## src/rtl/comparator_pkg.sv

```systemverilog
// comparator_pkg: shared relation and state types for the stream comparator
package comparator_pkg;
  typedef enum logic [1:0] {REL_NONE, REL_LT, REL_EQ, REL_GT} rel_t;
  typedef enum logic [1:0] {ST_EMPTY, ST_COUNTING, ST_STABLE} cmp_state_t;
endpackage

```

## src/rtl/stream_comparator_if.sv

```systemverilog
// stream_comparator_if: sample/result bundle for stream_comparator
// master drives in_valid/num_A/num_B and observes results; slave is the comparator.
interface stream_comparator_if #(
  parameter int N = 8,
  parameter int DEBOUNCE = 4,
  parameter int CW = $clog2(DEBOUNCE + 1)
);
  logic in_valid;
  logic [N-1:0] num_A;
  logic [N-1:0] num_B;
  logic out_valid;
  logic greater;
  logic lesser;
  logic equal;
  logic change;
  logic [CW-1:0] run_len;
  logic stable;
  modport master (
    output in_valid, num_A, num_B,
    input out_valid, greater, lesser, equal, change, run_len, stable
  );
  modport slave (
    input in_valid, num_A, num_B,
    output out_valid, greater, lesser, equal, change, run_len, stable
  );
endinterface

```

## src/rtl/comparator_core.sv

```systemverilog
// comparator_core: combinational N-bit relation of a vs b
// Ports: a, b operands in; rel relation out. Signed when COMPARATOR_SIGNED_EN is defined.
module comparator_core
  import comparator_pkg::*;
#(
  parameter int N = 8
) (
  input  logic [N-1:0] a,
  input  logic [N-1:0] b,
  output rel_t         rel
);
  logic lt;
`ifdef COMPARATOR_SIGNED_EN
  assign lt = $signed(a) < $signed(b);
`else
  assign lt = a < b;
`endif
  always_comb rel = (a == b) ? REL_EQ : lt ? REL_LT : REL_GT;
endmodule

```

## src/rtl/stream_comparator.sv

```systemverilog
// stream_comparator: registered streaming comparator with debounced relation tracking
// Ports: clk, rst_n (sync active-low), bus (slave: samples in, flags/run_len/stable out).
// Define COMPARATOR_SIGNED_EN for two's-complement comparison.
module stream_comparator
  import comparator_pkg::*;
#(
  parameter int N = 8,
  parameter int DEBOUNCE = 4
) (
  input logic clk,
  input logic rst_n,
  stream_comparator_if.slave bus
);
  localparam int CW = $clog2(DEBOUNCE + 1);
  rel_t rel, rel_q;
  cmp_state_t state;
  logic [CW-1:0] run_q, run_d;
  logic out_valid_q, change_q, stable_q, same;
  comparator_core #(.N(N)) core (.a(bus.num_A), .b(bus.num_B), .rel(rel));
  // rel_q is REL_NONE in EMPTY, so the first sample always starts a fresh run of 1
  assign same = rel == rel_q;
  always_comb run_d = !same ? CW'(1) : (run_q == CW'(DEBOUNCE)) ? run_q : run_q + CW'(1);
  always_ff @(posedge clk) begin
    if (!rst_n) begin
      state <= ST_EMPTY;
      rel_q <= REL_NONE;
      run_q <= '0;
      out_valid_q <= 1'b0;
      change_q <= 1'b0;
      stable_q <= 1'b0;
    end else begin
      out_valid_q <= bus.in_valid;
      change_q <= bus.in_valid && state != ST_EMPTY && !same;
      if (bus.in_valid) begin
        rel_q <= rel;
        run_q <= run_d;
        stable_q <= run_d == CW'(DEBOUNCE);
        state <= (run_d == CW'(DEBOUNCE)) ? ST_STABLE : ST_COUNTING;
      end
    end
  end
  assign bus.out_valid = out_valid_q;
  assign bus.greater = rel_q == REL_GT;
  assign bus.lesser = rel_q == REL_LT;
  assign bus.equal = rel_q == REL_EQ;
  assign bus.change = change_q;
  assign bus.run_len = run_q;
  assign bus.stable = stable_q;
endmodule

```

## src/flat_wrapper.sv

```systemverilog
// flat-port wrapper written by rule: the top's interface ports become plain ports
module stream_comparator_flat import comparator_pkg::*;
#(
  parameter int N = 8,
  parameter int DEBOUNCE = 4
)
  (clk, rst_n, bus_in_valid, bus_num_A, bus_num_B, bus_out_valid, bus_greater, bus_lesser, bus_equal, bus_change, bus_run_len, bus_stable);
  stream_comparator_if #(.N(N), .DEBOUNCE(DEBOUNCE)) bus_i ();
  input logic clk;
  input logic rst_n;
  input wire logic [$bits(bus_i.in_valid)-1:0] bus_in_valid;
  input wire logic [$bits(bus_i.num_A)-1:0] bus_num_A;
  input wire logic [$bits(bus_i.num_B)-1:0] bus_num_B;
  output wire logic [$bits(bus_i.out_valid)-1:0] bus_out_valid;
  output wire logic [$bits(bus_i.greater)-1:0] bus_greater;
  output wire logic [$bits(bus_i.lesser)-1:0] bus_lesser;
  output wire logic [$bits(bus_i.equal)-1:0] bus_equal;
  output wire logic [$bits(bus_i.change)-1:0] bus_change;
  output wire logic [$bits(bus_i.run_len)-1:0] bus_run_len;
  output wire logic [$bits(bus_i.stable)-1:0] bus_stable;
  assign bus_i.in_valid = bus_in_valid;
  assign bus_i.num_A = bus_num_A;
  assign bus_i.num_B = bus_num_B;
  assign bus_out_valid = bus_i.out_valid;
  assign bus_greater = bus_i.greater;
  assign bus_lesser = bus_i.lesser;
  assign bus_equal = bus_i.equal;
  assign bus_change = bus_i.change;
  assign bus_run_len = bus_i.run_len;
  assign bus_stable = bus_i.stable;
  stream_comparator #(.N(N), .DEBOUNCE(DEBOUNCE)) u_core (.clk(clk), .rst_n(rst_n), .bus(bus_i));
endmodule
```

## config.mk

```make
export PLATFORM = sky130hd
export DESIGN_NAME = stream_comparator_flat
export DESIGN_NICKNAME = d
export VERILOG_FILES = /design/src/rtl/comparator_pkg.sv /design/src/rtl/stream_comparator_if.sv /design/src/rtl/comparator_core.sv /design/src/rtl/stream_comparator.sv /design/src/flat_wrapper.sv
export SDC_FILE = /design/constraint.sdc
export NUM_CORES = 1
export LEC_CHECK = 0
export CORE_MARGIN = 4
export CORE_UTILIZATION = 45
export DETAILED_ROUTE_END_ITERATION = 12
export PLACE_DENSITY = 0.86
export SLEW_MARGIN = 5
export SYNTH_ARGS = -nofsm -noshare
export SYNTH_HDL_FRONTEND = slang
export SYNTH_SLANG_ARGS = --single-unit
```

## constraint.sdc

```tcl
create_clock -name clk -period 5.5 [get_ports clk]
set_input_delay 1.1 -clock clk [delete_from_list [all_inputs] [get_ports clk]]
set_output_delay 1.1 -clock clk [all_outputs]
set_load 0.02 [all_outputs]
```

==> results.py <==
metrics = {
    "outcome": {
        "status": "completed",
    },
    "critical_path": {
        "critical-path-max-stage-delay_ns": 0.45,
        "arrival_ns": 3.15,
        "path_depth": 8,
        "slowest_stage": "clkdlybuf4s50_1",
        "reg2reg_depth": 7,
        "start_kind": "input pin",
        "critical_path_required_ns": 5.71,
        "worstPathCellList": "clkdlybuf4s50_1 -> inv_1 -> ha_1 -> nand2b_4 -> a2111o_1 -> a31oi_4 -> xor2_4 -> a31o_1",
        "crit_path_max_fanout": 6,
        "crit_buf_inv": 2,
        "endpoint_kind": "register",
        "critPathKind": "in2reg",
        "crit_family": "compound AO/OA/AOI/OAI gates",
    },
    "logic_synthesis": {
        "async_flop_share_pct": 0,
        "synth_warnings": 0,
        "seq_area_frac_synth_pct": 26.3,
        "synth_nets": 106,
        "synth_area_leaders": "dfxtp_1 26%, ha_1 18%, o21ai_0 6.6%",
        "synth_ff_type": "dfxtp_1",
        "synth_top_area_share_pct": 26.3,
        "synth_edf_count": 0,
        "ys_top_cells_by_count": "11 x inv_1, 10 x ha_1, 9 x dfxtp_1, 9 x o21ai_0, 6 x a21oi_1",
        "synth_most_common_cell": "inv_1",
        "ys_ff_latch": 9,
        "synthDistinctLibCells": 29,
        "syn_inst": 77,
        "avgSynthCellArea_um2": 8.90,
        "synth_top_area_cell": "dfxtp_1",
        "synth_area_um2": 686,
    },
    "cts": {
        "cts.sinks": 9,
        "cts_max_path_buffers": 2,
        "postCtsSetupBuffers": 0,
        "cts_hold_buf": 0,
        "post_cts_resized": 0,
        "clock_latency_ns": 0.27,
        "cts_tree": "built",
        "htree_levels": 1,
        "clk_pin_slew_ns": 0.06,
        "root_buffer": "clkbuf_4",
        "cts_buffers": 3,
    },
    "timing": {
        "final-setup-viol-count": 0,
        "skew_ns": 0.00290,
        "slew_violations": 0,
        "max_freq_mhz": 341,
        "worst_slew_pin_slew_ns": 0.393,
        "layout_min_cycle_time_ns": 2.94,
        "hold_viol": 0,
        "finalCritPeriodShare_pct": 53.4,
        "timing.hold.ws_ns": 0.553,
        "setup_tns_ns": 0,
        "maxSlewHeadroom_pct": 73.5,
        "rsz0062_at_grt": "no",
    },
    "power_and_ir_drop": {
        "power_density_nw_per_um2": 182,
        "ir_drop_v": 0.000128,
        "p_total_uw": 181,
        "leakage_uw": 0.000436,
    },
    "hold_path": {
        "holdPathStages": 2,
        "hold_class": "reg2reg",
    },
    "layout": {
        "drive_above_1_share_pct": 7.55,
        "syn_to_final_growth_pct": 44.7,
        "layout.nets": 136,
        "final-instance-count-excl-fill": 121,
        "antenna_cells": 0,
    },
    "die": {
        "die_area_um2": 2210,
        "start_util_pct": 50.2,
        "rows": 13,
        "fp.dieH_um": 47.0,
        "die_w_um": 47.0,
        "core-area_um2": 1370,
        "io_pins": 28,
    },
    "route": {
        "num_vias": 665,
        "ant_nets": 0,
        "drc": 0,
        "routedWlPerCell_um": 13.1,
        "vias_per_cell": 5.50,
        "wirelength_um": 1580,
        "first_iter_violations": 21,
        "drtPass1Iterations": 4,
    },
    "place": {
        "dpl.cell_count": 117,
        "io_buffer_count": 27,
        "hpwl_um": 1330,
        "globalplace.congestion": 0.733,
    },
    "global_routing": {
        "antenna_found_initial": 0,
        "grtUsageTotal_pct": 15.9,
        "grt_start_max_net_pins": 14,
        "grt_pass1_wl_um": 2460,
        "grt_pass1_vias": 629,
        "overflow": 0,
    },
    "run": {
        "cap_viol_max_count": 0,
    },
}
==> worst register-to-register path, cell delays in order (launching register included) <==
cell	delay, ns
dfxtp_1	0.45
inv_1	0.07
ha_1	0.23
nor3b_1	0.19
o21ai_0	0.10
o21ai_0	0.07
and4b_1	0.23
a31o_1	0.15
==> kinds of logic after synthesis <==
family          after synthesis  synth area share (%)
simple gates                 21                  20.6
fa+ha+maj                    10                  18.2
flops                         9                  26.3
buf+inv                      13                  7.30
compound gates               22                  22.3
xor+xnor                      2                  5.29
==> metrics by stage <==
stage               util, %  instance area, um2  worst slack [ns]
floorplan                 -                 686              2.86
global placement       70.7                 966              2.35
detailed placement     70.7                 966              2.30
CTS                    72.6                 992              2.58
global route           72.6                 992              2.47
finish                 72.6                 992              2.56
==> power by group <==
group	internal, uW	switching, uW
logic	29.8	25.4
registers	68.3	3.69
clock network	28.1	25.3
==> registers in the layout, indices dropped and copies added, names as in the netlist <==
register and cells:
u_core.rel_q 2, u_core.bus.out_valid 1, u_core.bus.run_len 3, u_core.state 1
u_core.bus.change 1, u_core.bus.stable 1
==> worst paths after layout <==
| check | startpoint | slack (ns) | endpoint |
|---|---|---|---|
| worst max-delay path | bus_num_A[0] | 2.56 | u_core.bus.stable |
| worst min-delay path | u_core.state[0] | 0.55 | u_core.state[0] |
| worst max register to register | u_core.bus.run_len[0] | 3.95 | u_core.bus.stable |
| worst min register to register | u_core.state[0] | 0.55 | u_core.state[0] |
==> layout by cell type, fill, tap and decap left out, types with 2 or more instances in the layout <==
cell type	Yosys	routed
clkbuf_4	0	3
and4b_1	2	2
a32o_1	2	2
and2_1	2	2
nor2b_1	3	3
nand2_1	4	4
ha_1	10	10
dfxtp_1	9	9
o21ai_0	9	9
a21oi_1	6	6
inv_1	11	11
clkdlybuf4s50_1	0	27
==> layout make-up <==
cell class | count | area, um2
Clock buffer | 4 | 26.3
Fill cell | 120 | 374
Inverter | 11 | 41.3
Multi-Input combinational cell | 55 | 455
Sequential cell | 9 | 180
Tap cell | 15 | 18.8
Timing Repair Buffer | 27 | 270
==> layer usage <==
metal  GRT usage (%)  vias to the layer above  part of all wire (%)
li1                -                      333                     -
met1            17.0                      302                    40
met2            27.1                       26                    52
met3            6.90                        4                   6.3
met4            7.18                        0                   2.3
met5               0                        -                     0
Note: power is estimated with default switching activity, not from simulation.
